`config.mk`:
```
export PLATFORM = sky130hd
export DESIGN_NAME = spi_bus_arbiter
export DESIGN_NICKNAME = d
export VERILOG_FILES = /design/src/rtl/spi_bus_arbiter.sv
export SDC_FILE = /design/constraint.sdc
export NUM_CORES = 1
export LEC_CHECK = 0
export BUFFER_PORTS_ARGS = -buffer_cell sky130_fd_sc_hd__buf_2
export CAP_MARGIN = 20
export CORE_ASPECT_RATIO = 0.8
export CORE_MARGIN = 10
export CORE_UTILIZATION = 33
export CTS_CLUSTER_DIAMETER = 150
export CTS_CLUSTER_SIZE = 25
export DETAILED_ROUTE_END_ITERATION = 7
export GPL_ROUTABILITY_DRIVEN = 0
export SLEW_MARGIN = 20
export SYNTH_ARGS = -nofsm -noshare
export SYNTH_HDL_FRONTEND = slang
export SYNTH_SLANG_ARGS = --single-unit
```
`constraint.sdc`:
```
create_clock -name clk -period 2.6 [get_ports clk]
set_input_delay 0.65 -clock clk [delete_from_list [all_inputs] [get_ports clk]]
set_output_delay 0.65 -clock clk [all_outputs]
set_load 0.02 [all_outputs]
```
`src/rtl/spi_bus_arbiter.sv`:
```
// Two-client arbiter in front of a single spi_master byte engine: whole-transaction grants,
// round-robin tie break, forced idle gap between owners and a per-byte watchdog.
module spi_bus_arbiter #(
  parameter int unsigned GAP_CYC = 2,
  parameter int unsigned TIMEOUT = 4096
) (
  input  logic       clk,
  input  logic       rst,
  input  logic       c0_trans_req,
  input  logic [7:0] c0_tx_dout,
  output logic       c0_trans_done,
  output logic       c0_grant,
  input  logic       c1_trans_req,
  input  logic [7:0] c1_tx_dout,
  output logic       c1_trans_done,
  output logic       c1_grant,
  output logic [7:0] rx_dout,
  output logic       m_trans_req,
  output logic [7:0] m_tx_dout,
  input  logic [7:0] m_rx_din,
  input  logic       m_trans_done,
  output logic       busy,
  output logic       timeout_err
);

  localparam logic [15:0] WdogLast = 16'(TIMEOUT - 1);
  localparam logic [7:0]  GapLast  = 8'(GAP_CYC - 1);

  typedef enum logic [1:0] {StIdle, StGrant0, StGrant1, StGap} state_e;

  state_e      state_q, state_d;
  logic        last_grant_q, last_grant_d;
  logic        lock0_q, lock0_d;
  logic        lock1_q, lock1_d;
  logic [7:0]  gap_q, gap_d;
  logic [15:0] wdog_q, wdog_d;

  logic elig0, elig1, wdog_expire;

  assign elig0       = c0_trans_req & ~lock0_q;
  assign elig1       = c1_trans_req & ~lock1_q;
  assign wdog_expire = (wdog_q == WdogLast) & ~m_trans_done;

  always_ff @(posedge clk or posedge rst) begin
    if (rst) begin
      state_q      <= StIdle;
      last_grant_q <= 1'b1;
      lock0_q      <= 1'b0;
      lock1_q      <= 1'b0;
      gap_q        <= 8'd0;
      wdog_q       <= 16'd0;
    end else begin
      state_q      <= state_d;
      last_grant_q <= last_grant_d;
      lock0_q      <= lock0_d;
      lock1_q      <= lock1_d;
      gap_q        <= gap_d;
      wdog_q       <= wdog_d;
    end
  end

  always_comb begin
    state_d = state_q;
    unique case (state_q)
      StIdle: begin
        if (elig0 && elig1) begin
          state_d = last_grant_q ? StGrant0 : StGrant1;
        end else if (elig0) begin
          state_d = StGrant0;
        end else if (elig1) begin
          state_d = StGrant1;
        end
      end
      StGrant0: if (!c0_trans_req || wdog_expire) state_d = StGap;
      StGrant1: if (!c1_trans_req || wdog_expire) state_d = StGap;
      StGap:    if (gap_q == GapLast) state_d = StIdle;
      default:  state_d = StIdle;
    endcase
  end

  // Lock flags clear as soon as the owning client is seen with its request low.
  always_comb begin
    last_grant_d = last_grant_q;
    lock0_d      = lock0_q & c0_trans_req;
    lock1_d      = lock1_q & c1_trans_req;
    gap_d        = 8'd0;
    wdog_d       = 16'd0;
    unique case (state_q)
      StGrant0: begin
        if (!c0_trans_req) begin
          last_grant_d = 1'b0;
        end else if (wdog_expire) begin
          last_grant_d = 1'b0;
          lock0_d      = 1'b1;
        end else if (!m_trans_done) begin
          wdog_d = wdog_q + 16'd1;
        end
      end
      StGrant1: begin
        if (!c1_trans_req) begin
          last_grant_d = 1'b1;
        end else if (wdog_expire) begin
          last_grant_d = 1'b1;
          lock1_d      = 1'b1;
        end else if (!m_trans_done) begin
          wdog_d = wdog_q + 16'd1;
        end
      end
      StGap:   gap_d = (gap_q == GapLast) ? 8'd0 : gap_q + 8'd1;
      default: ;
    endcase
  end

  assign rx_dout = m_rx_din;

  always_comb begin
    c0_grant      = 1'b0;
    c1_grant      = 1'b0;
    c0_trans_done = 1'b0;
    c1_trans_done = 1'b0;
    m_trans_req   = 1'b0;
    m_tx_dout     = 8'h00;
    timeout_err   = 1'b0;
    busy          = (state_q != StIdle);
    unique case (state_q)
      StGrant0: begin
        c0_grant      = 1'b1;
        m_trans_req   = c0_trans_req;
        m_tx_dout     = c0_tx_dout;
        c0_trans_done = m_trans_done;
        timeout_err   = c0_trans_req & wdog_expire;
      end
      StGrant1: begin
        c1_grant      = 1'b1;
        m_trans_req   = c1_trans_req;
        m_tx_dout     = c1_tx_dout;
        c1_trans_done = m_trans_done;
        timeout_err   = c1_trans_req & wdog_expire;
      end
      default: ;
    endcase
  end

endmodule

```
# [Yosys cells after proc, flatten, opt, wreduce, memory -nomap -nowiden]
# Index checks and enable logic that the tools add are counted.
[word_totals] regBits=29 latch_bits=0 inputBits=29 ramBits=0 wordCells=72 output_inout_bits=23 mem_count=0 mem_bits_ro=0
[classes] div=0 bitwise_logic=10 shift=0 muxes=33 n_eq_ne=11 order_cmp=0 n_mul=0 n_reduce_logical=10 addsub=2
[op_table] op="$mux 16" n=4
[op_table] op="$pmux 16 s2" n=1
[op_table] op="$add 16x1->16 const B" n=1
[op_table] op="$eq 16x12->1 const B" n=1
[op_table] op="$mux 8" n=2
[op_table] op="$pmux 8 s2" n=1
[op_table] op="$mux 1" n=14
[op_table] op="$mux 2" n=7
[op_table] op="$add 8x1->8 const B" n=1
[op_table] op="$eq 8x1->1 const B" n=1
[op_table] op="$pmux 2 s4" n=1
[op_table] op="$and 1x1->1" n=7
[op_table] op="$ne 2x2->1 const B" n=3
[op_table] op="$ne 3x3->1 const B" n=2
[op_table] op="$pmux 1 s2" n=3
[op_table] op="$eq 2x2->1 const B" n=2
[op_table] op="$ne 4x4->1 const B" n=1
[op_table] op="$reduce_and 4->1" n=1
[op_table] op="$reduce_bool 2->1" n=2
[op_table] op="$not 1->1" n=3
[op_table] op="$reduce_and 3->1" n=1
[op_table] op="$eq 2x1->1 const B" n=1
[op_table] op="$logic_not 1->1" n=2
[op_table] op="$logic_not 2->1" n=1
[op_table] op="2 further kinds" n=3

# [Logic depth before layout (Yosys ltp)]
# Gate-level depths: netlist (run 1).
[logic_depth] ltp_word=6 depth_mapped=8 depth_no_buf=6

# [Worst setup path after synthesis (run 1)]
# No wires, ideal clock.
[synth_timing] path_kind="register to output" start="register wdog_q[0]" end="output timeout_err" path_stages_with_launch=6 required_time_ns=1.950 path_buffers=0 path_slack_ns=0.420 arrival_ns=1.530 path_cell_list="dfrtp_1 -> ha_1 -> nand3_1 -> nor4_1 -> and3_1 -> and3_1"
[synth_between] elab_chain_len=4 word_cells_on_any_way=5 cone_classes="1 x eq/ne; 1 x mux; 3 x bitwise"
[synth_rtl] item="start: declaration" line_no="36" source="logic [15:0] wdog_q, wdog_d;"
[synth_rtl] item="start signal: assignment" line_no="58" source="wdog_q <= wdog_d;"
[synth_rtl] item="$eq 16x12->1 *" line_no="42" source="assign wdog_expire = (wdog_q == WdogLast) & ~m_trans_done;"
[synth_rtl] item="$and 1x1->1 *" line_no="42"
[synth_rtl] item="$and 1x1->1, on equally long branches" line_no="138, 131"
[synth_rtl] item="$pmux 1 s2 *" line_no="125" source="unique case (state_q)"
[synth_rtl] item="end: declaration" line_no="23" source="output logic timeout_err"
# Every way passes the cells marked *; elsewhere a longest branch is shown, timed or not.

# [Worst setup path after layout (run 1)]
# Ends and elaborated chain as after synthesis.

==> flow_summary.json, run 1 <==
{
  "status": "completed",
  "setup_tns_ns": 0,
  "antennaDiodeCount": 0,
  "intPower_uw": 1020,
  "h-tree-depth": 2,
  "layout_commonest_cell": "nor2_1",
  "most-common-layout-cells": "nor2_1, buf_2, dfrtp_1, inv_1, xnor2_1",
  "via_count": 1302,
  "nets": 252,
  "antenna_found_initial": 0,
  "instances_no_fill": 278,
  "peakVddDrop_v": 0.000459,
  "synth_cells": 177,
  "finalMaxSlewViolations": 0,
  "synth.distinct_cells": 32,
  "die_x_microns": 99.9,
  "start_util_pct": 33.8,
  "ys_seq_area_share_pct": 43.2,
  "yosys_register_bits": 29,
  "first_global_vias": 1335,
  "portBuffers": 35,
  "clkLatencyLatePin_ns": 0.28,
  "grt_max_degree": 17,
  "p_clk_share_pct": 21.0,
  "ant_nets": 0,
  "p_switching_uw": 692,
  "area_growth_pct": 20.3,
  "fin_crit_sh_pct": 95.6,
  "drive_above_1_share_pct": 28.7,
  "die_h_microns": 83.9,
  "cts_sinks": 29,
  "cp_max_fo": 5,
  "relSlewSlack_pct": 61.7,
  "drc": 0,
  "tightest_slew_ns": 0.574,
  "synth_edf_count": 0,
  "hold_ws_ns": 0.415,
  "hold_violations": 0,
  "hold_buffers": 0,
  "drv_cap": 0,
  "rsz0062_at_grt": "false",
  "ys_warn_count": 0,
  "viasPerCell": 4.68,
  "ioPinCount": 52,
  "die-area_sq_um": 8380,
  "combPwrFrac_pct": 47.6,
  "num_rows": 23,
  "max_freq_mhz": 402,
  "synth.avg_cell_area_sq_um": 9.51,
  "seqPwrFrac_pct": 31.5,
  "power.leakage_uw": 0.000938,
  "start_kind": "register",
  "worst_clock_skew_ns": 0.00495,
  "dr.pass1.iters": 4,
  "grt-ovfl-total": 0,
  "place_inst": 269,
  "fin_crit_ns": 2.49,
  "post-route-util_pct": 40.7,
  "drt-total-wl_mm": 3.55,
  "critical_path_required_ns": 1.95,
  "setup_viol": 0,
  "cts-root-buf": "clkbuf_8",
  "numCtsBuffers": 5,
  "critPathArrivalTime_ns": 1.84,
  "avgRoutedWirePerCell_microns": 12.8,
  "core_sq_um": 4980,
  "critPathCaptureType": "output pin",
  "dp.final_hpwl_mm": 2.71,
  "grt.total_usage_pct": 8.86,
  "clockBufferDepth": 2,
  "hold_path_class": "in2async",
  "synth_nets": 214,
  "syn_area_sq_um": 1680,
  "worstSetupPathType": "reg2out",
  "power_density_nw_per_um2": 847,
  "grt_pass1_wl_mm": 6.18,
  "drt_iter0_markers": 60,
  "synth-async-reset-ratio_pct": 100,
  "clkSlewWorstSetupHoldPaths_ns": 0.07,
  "ys.flop_type": "dfrtp_1",
  "switching_share_pct": 40.3,
  "cts_tree": "yes"
}
-- power groups by stage --
stage / Combinational (uW) / Clock (uW) / Sequential, uW
floorplan: 610 / 0 / 536
global placement: 830 / 0 / 545
detailed placement: 820 / 0 / 549
CTS: 826 / 376 / 540
global route: 904 / 396 / 546
finish: 816 / 360 / 540
-- kinds of logic after synthesis --
family          synth area share, %
compound gates                 8.69
xor+xnor                       10.4
fa+ha+maj                      5.94
buf+inv                        7.58
flops                          43.2
mux                            2.82
simple gates                   21.4
-- synth_stat cells (2+ instances only) --
master / count / share of area [%]
and3_1: 3 / 1.1
o21ai_0: 3 / 0.89
a21oi_1: 2 / 0.59
nand4_1: 3 / 1.1
nand2b_1: 2 / 0.74
ha_1: 8 / 5.9
inv_1: 11 / 2.5
and4_1: 2 / 1.0
nor2b_1: 2 / 0.74
mux2_2: 2 / 1.3
a22oi_1: 9 / 4.0
dfrtp_1: 28 / 42
nor4_1: 3 / 1.1
nand2_1: 5 / 1.1
nand3_1: 11 / 3.3
xnor2_1: 11 / 5.7
buf_4: 10 / 4.5
xor2_1: 9 / 4.7
nor2_1: 38 / 8.5
clkbuf_1: 2 / 0.45
and2_1: 2 / 0.74
-- per-layer routing --
metal  part of all wire [%]  GRT usage, %  vias up  wire length, microns
met3                    3.7          2.90       13                   132
met4                    1.9          4.55        0                    66
met2                     47          13.8       13                  1670
li1                       -             -      656                     -
met1                     47          10.5      620                  1680
met5                      0             0        -                     0
-- stage by stage --
step | power (uW) | area [sq um] | worst slack (ns)
floorplan | 1150 | 1680 | 0.420
global placement | 1370 | 1910 | 0.362
detailed placement | 1370 | 1910 | 0.315
CTS | 1740 | 1990 | 0.00350
global route | 1850 | 2030 | 0.0110
finish | 1720 | 2030 | 0.115
-- final cells by class --
type / count / area (sq um)
multi-input combinational: 124 / 852
clock buffer: 5 / 68.8
fill: 494 / 2950
timing repair buffer: 43 / 238
tap: 62 / 77.6
sequential: 29 / 727
clock inverter: 3 / 17.5
inverter: 12 / 45.0
-- registers in the layout, summed over array words and instances, names as in the netlist --
signal,flops
last_grant_q,1
lock1_q,1
lock0_q,1
state_q,2
wdog_q,16
gap_q,8
-- critical path, stage by stage, from the launching register on --
cell	delay (ns)
dfrtp_1	0.41
ha_2	0.22
nand3_2	0.12
nor4_4	0.30
and3_1	0.21
and3_1	0.15
buf_4	0.14
-- path summary, 6_finish.rpt --
check,from,to,slack [ns],cells after the start
setup / recovery,wdog_q[0],timeout_err,0.11,6
hold / removal,rst,gap_q[6],0.41,2
setup reg to reg,gap_q[1],state_q[0],0.61,6
hold reg to reg,gap_q[0],gap_q[0],0.51,1
max in group asynchronous,rst,wdog_q[10],1.64,3
min in group clk,gap_q[0],gap_q[0],0.51,1
-- repair_timing --
item / 4_1_cts / 5_1_grt
resized for setup: 0 / 5
setup endpoints to repair: 0 / 1
buffers inserted: 0 / 1
No activity file was read; power rests on OpenSTA's default activity.
==> run 2, diff against run 1 <==
--- a/config.mk
+++ b/config.mk
@@ -5,7 +5,7 @@
 export SDC_FILE = /design/constraint.sdc
 export NUM_CORES = 1
 export LEC_CHECK = 0
-export BUFFER_PORTS_ARGS = -buffer_cell sky130_fd_sc_hd__buf_2
+export BUFFER_PORTS_ARGS = -buffer_cell sky130_fd_sc_hd__clkbuf_2
 export CAP_MARGIN = 20
 export CORE_ASPECT_RATIO = 0.8
 export CORE_MARGIN = 10
==> flow_summary.json, run 2 (synthesis gave the netlist of run 1 again) <==
{
  "fin_crit_sh_pct": 94.2,
  "drt-total-wl_mm": 3.41,
  "peakVddDrop_v": 0.000415,
  "r2r_start": "gap_q[1]",
  "combPwrFrac_pct": 46.2,
  "drt_iter0_markers": 35,
  "clkLatencyLatePin_ns": 0.27,
  "hold_violations": 0,
  "critPathCaptureType": "output pin",
  "first_global_vias": 1310,
  "antennaDiodeCount": 0,
  "reg_top3": "wdog_q (16), gap_q (8), state_q (2)",
  "relSlewSlack_pct": 75.4,
  "critPathArrivalTime_ns": 1.80,
  "grt_use_met1_pct": 10.8,
  "r2r_cells": 6,
  "grt-busiest-layer": "met2",
  "die_x_microns": 99.9,
  "start_util_pct": 33.8,
  "cpPeakStageDelay_ns": 0.41,
  "critical-path-top-delay-family": "simple AND/OR/NAND/NOR gates",
  "grt.total_usage_pct": 8.69,
  "core_sq_um": 4980,
  "antenna_found_initial": 0,
  "power_density_nw_per_um2": 863,
  "place_inst": 268,
  "tightest_slew_ns": 0.370,
  "instances_no_fill": 277,
  "die_h_microns": 83.9,
  "worstSetupPathType": "reg2out",
  "via_count": 1278,
  "drc": 0,
  "setup_tns_ns": 0,
  "drv_cap": 0,
  "r2r_slack_ns": 0.62,
  "hold_path_class": "in2async",
  "grt_max_degree": 30,
  "path_cells": "ha_1 -> nand3_2 -> nor4_4 -> and3_1 -> and3_1 -> clkbuf_2",
  "h-tree-depth": 2,
  "intPower_uw": 1070,
  "clockBufferDepth": 2,
  "top_register": "wdog_q",
  "num_rows": 23,
  "layout_commonest_cell": "nor2_1",
  "setup_viol": 0,
  "status": "completed",
  "drive_above_1_share_pct": 27.9,
  "finalMaxSlewViolations": 0,
  "dp.final_hpwl_mm": 2.62,
  "nets": 251,
  "numCtsBuffers": 5,
  "slowest_stage": "dfrtp_1",
  "cts_tree": "yes",
  "area_growth_pct": 20.4,
  "switching_share_pct": 38.8,
  "p_clk_share_pct": 23.0,
  "cts-root-buf": "clkbuf_8",
  "cp_max_fo": 5,
  "rsz0062_at_grt": "false",
  "grt-ovfl-total": 0,
  "path_common_cell": "and3_1",
  "grt_pass1_wl_mm": 6.10,
  "critical_path_required_ns": 1.95,
  "cts_sinks": 29,
  "avgRoutedWirePerCell_microns": 12.3,
  "viasPerCell": 4.61,
  "use_met3_pct": 2.98,
  "portBuffers": 35,
  "start_kind": "register",
  "largest_register_ffs": 16,
  "die-area_sq_um": 8380,
  "ioPinCount": 52,
  "clkSlewWorstSetupHoldPaths_ns": 0.06,
  "path_buf_inv": 1,
  "dr.pass1.iters": 4,
  "p_switching_uw": 679,
  "max_freq_mhz": 408,
  "fin_crit_ns": 2.45,
  "worst_clock_skew_ns": 0.00369,
  "reg2reg_to": "state_q[0]",
  "fillCellCount": 505,
  "power.leakage_uw": 0.000943,
  "grt_use_met2_pct": 13.0,
  "most-common-layout-cells": "nor2_1, clkbuf_2, dfrtp_1, inv_1, xnor2_1",
  "ant_nets": 0,
  "seqPwrFrac_pct": 30.8
}
==> run 2: cell type report <==
cell class              instances  area, sq um  area share (%)
clock buffers                   7         96.3            4.75
flip-flops and latches         29          727            35.8
inverters                      12         45.0            2.22
repair buffers                 42          228            11.2
clock inverters                 1         5.00           0.247
multi-input cells             124          850            41.9
well taps                      62         77.6            3.82
==> run 2: repair_timing <==
| action | in CTS | in global routing |
|---|---|---|
| endpoints found under the setup margin | 1 | 1 |
| pin swaps | 0 | 1 |
| buffers inserted | 0 | 1 |
| hold buffers | 0 | 0 |
| resized for setup | 1 | 2 |
==> run 2: worst max path at each step <==
stage               startpoint     endpoint  depth (start not counted)
finish               wdog_q[0]  timeout_err                          6
global route         wdog_q[0]  timeout_err                          6
CTS                  wdog_q[0]  timeout_err                          6
detailed placement   wdog_q[0]  timeout_err                          6
global placement     wdog_q[0]  timeout_err                          6
floorplan            wdog_q[0]  timeout_err                          5
==> run 2: power by group through the flow <==
stage | sequential (uW) | clock, uW | combinational, uW
2_1_floorplan | 536 | 0 | 610
3_3_place_gp | 545 | 0 | 831
3_5_place_dp | 548 | 0 | 819
4_1_cts | 539 | 421 | 823
5_1_grt | 545 | 445 | 894
6_report | 539 | 402 | 809
==> run 2: worst register-to-register path, cell delays in order, from the launching register on <==
cell	delay (ns)
dfrtp_1	0.40
inv_1	0.07
ha_1	0.13
or4b_4	0.47
o41ai_4	0.27
o211a_4	0.23
mux2_4	0.29
==> run 2: per-layer routing <==
layer  vias up  part of all wire [%]
met1       597                    48
met5         -                     0
li1        659                     -
met4         0                   1.3
met2        14                    47
met3         8                   3.6
==> run 2: stage by stage <==
| stage | cell area, sq um | setup slack [ns] | utilization [%] | hold WS, ns | power [uW] |
|---|---|---|---|---|---|
| CTS | 2010 | 0.0790 | 40.3 | 0.427 | 1780 |
| global placement | 1900 | 0.346 | 38.2 | 0.492 | 1380 |
| global route | 2030 | 0.00712 | 40.7 | 0.452 | 1880 |
| detailed placement | 1900 | 0.268 | 38.2 | 0.499 | 1370 |
| floorplan | 1680 | 0.420 | - | 0.469 | 1150 |
| finish | 2030 | 0.151 | 40.7 | 0.416 | 1750 |
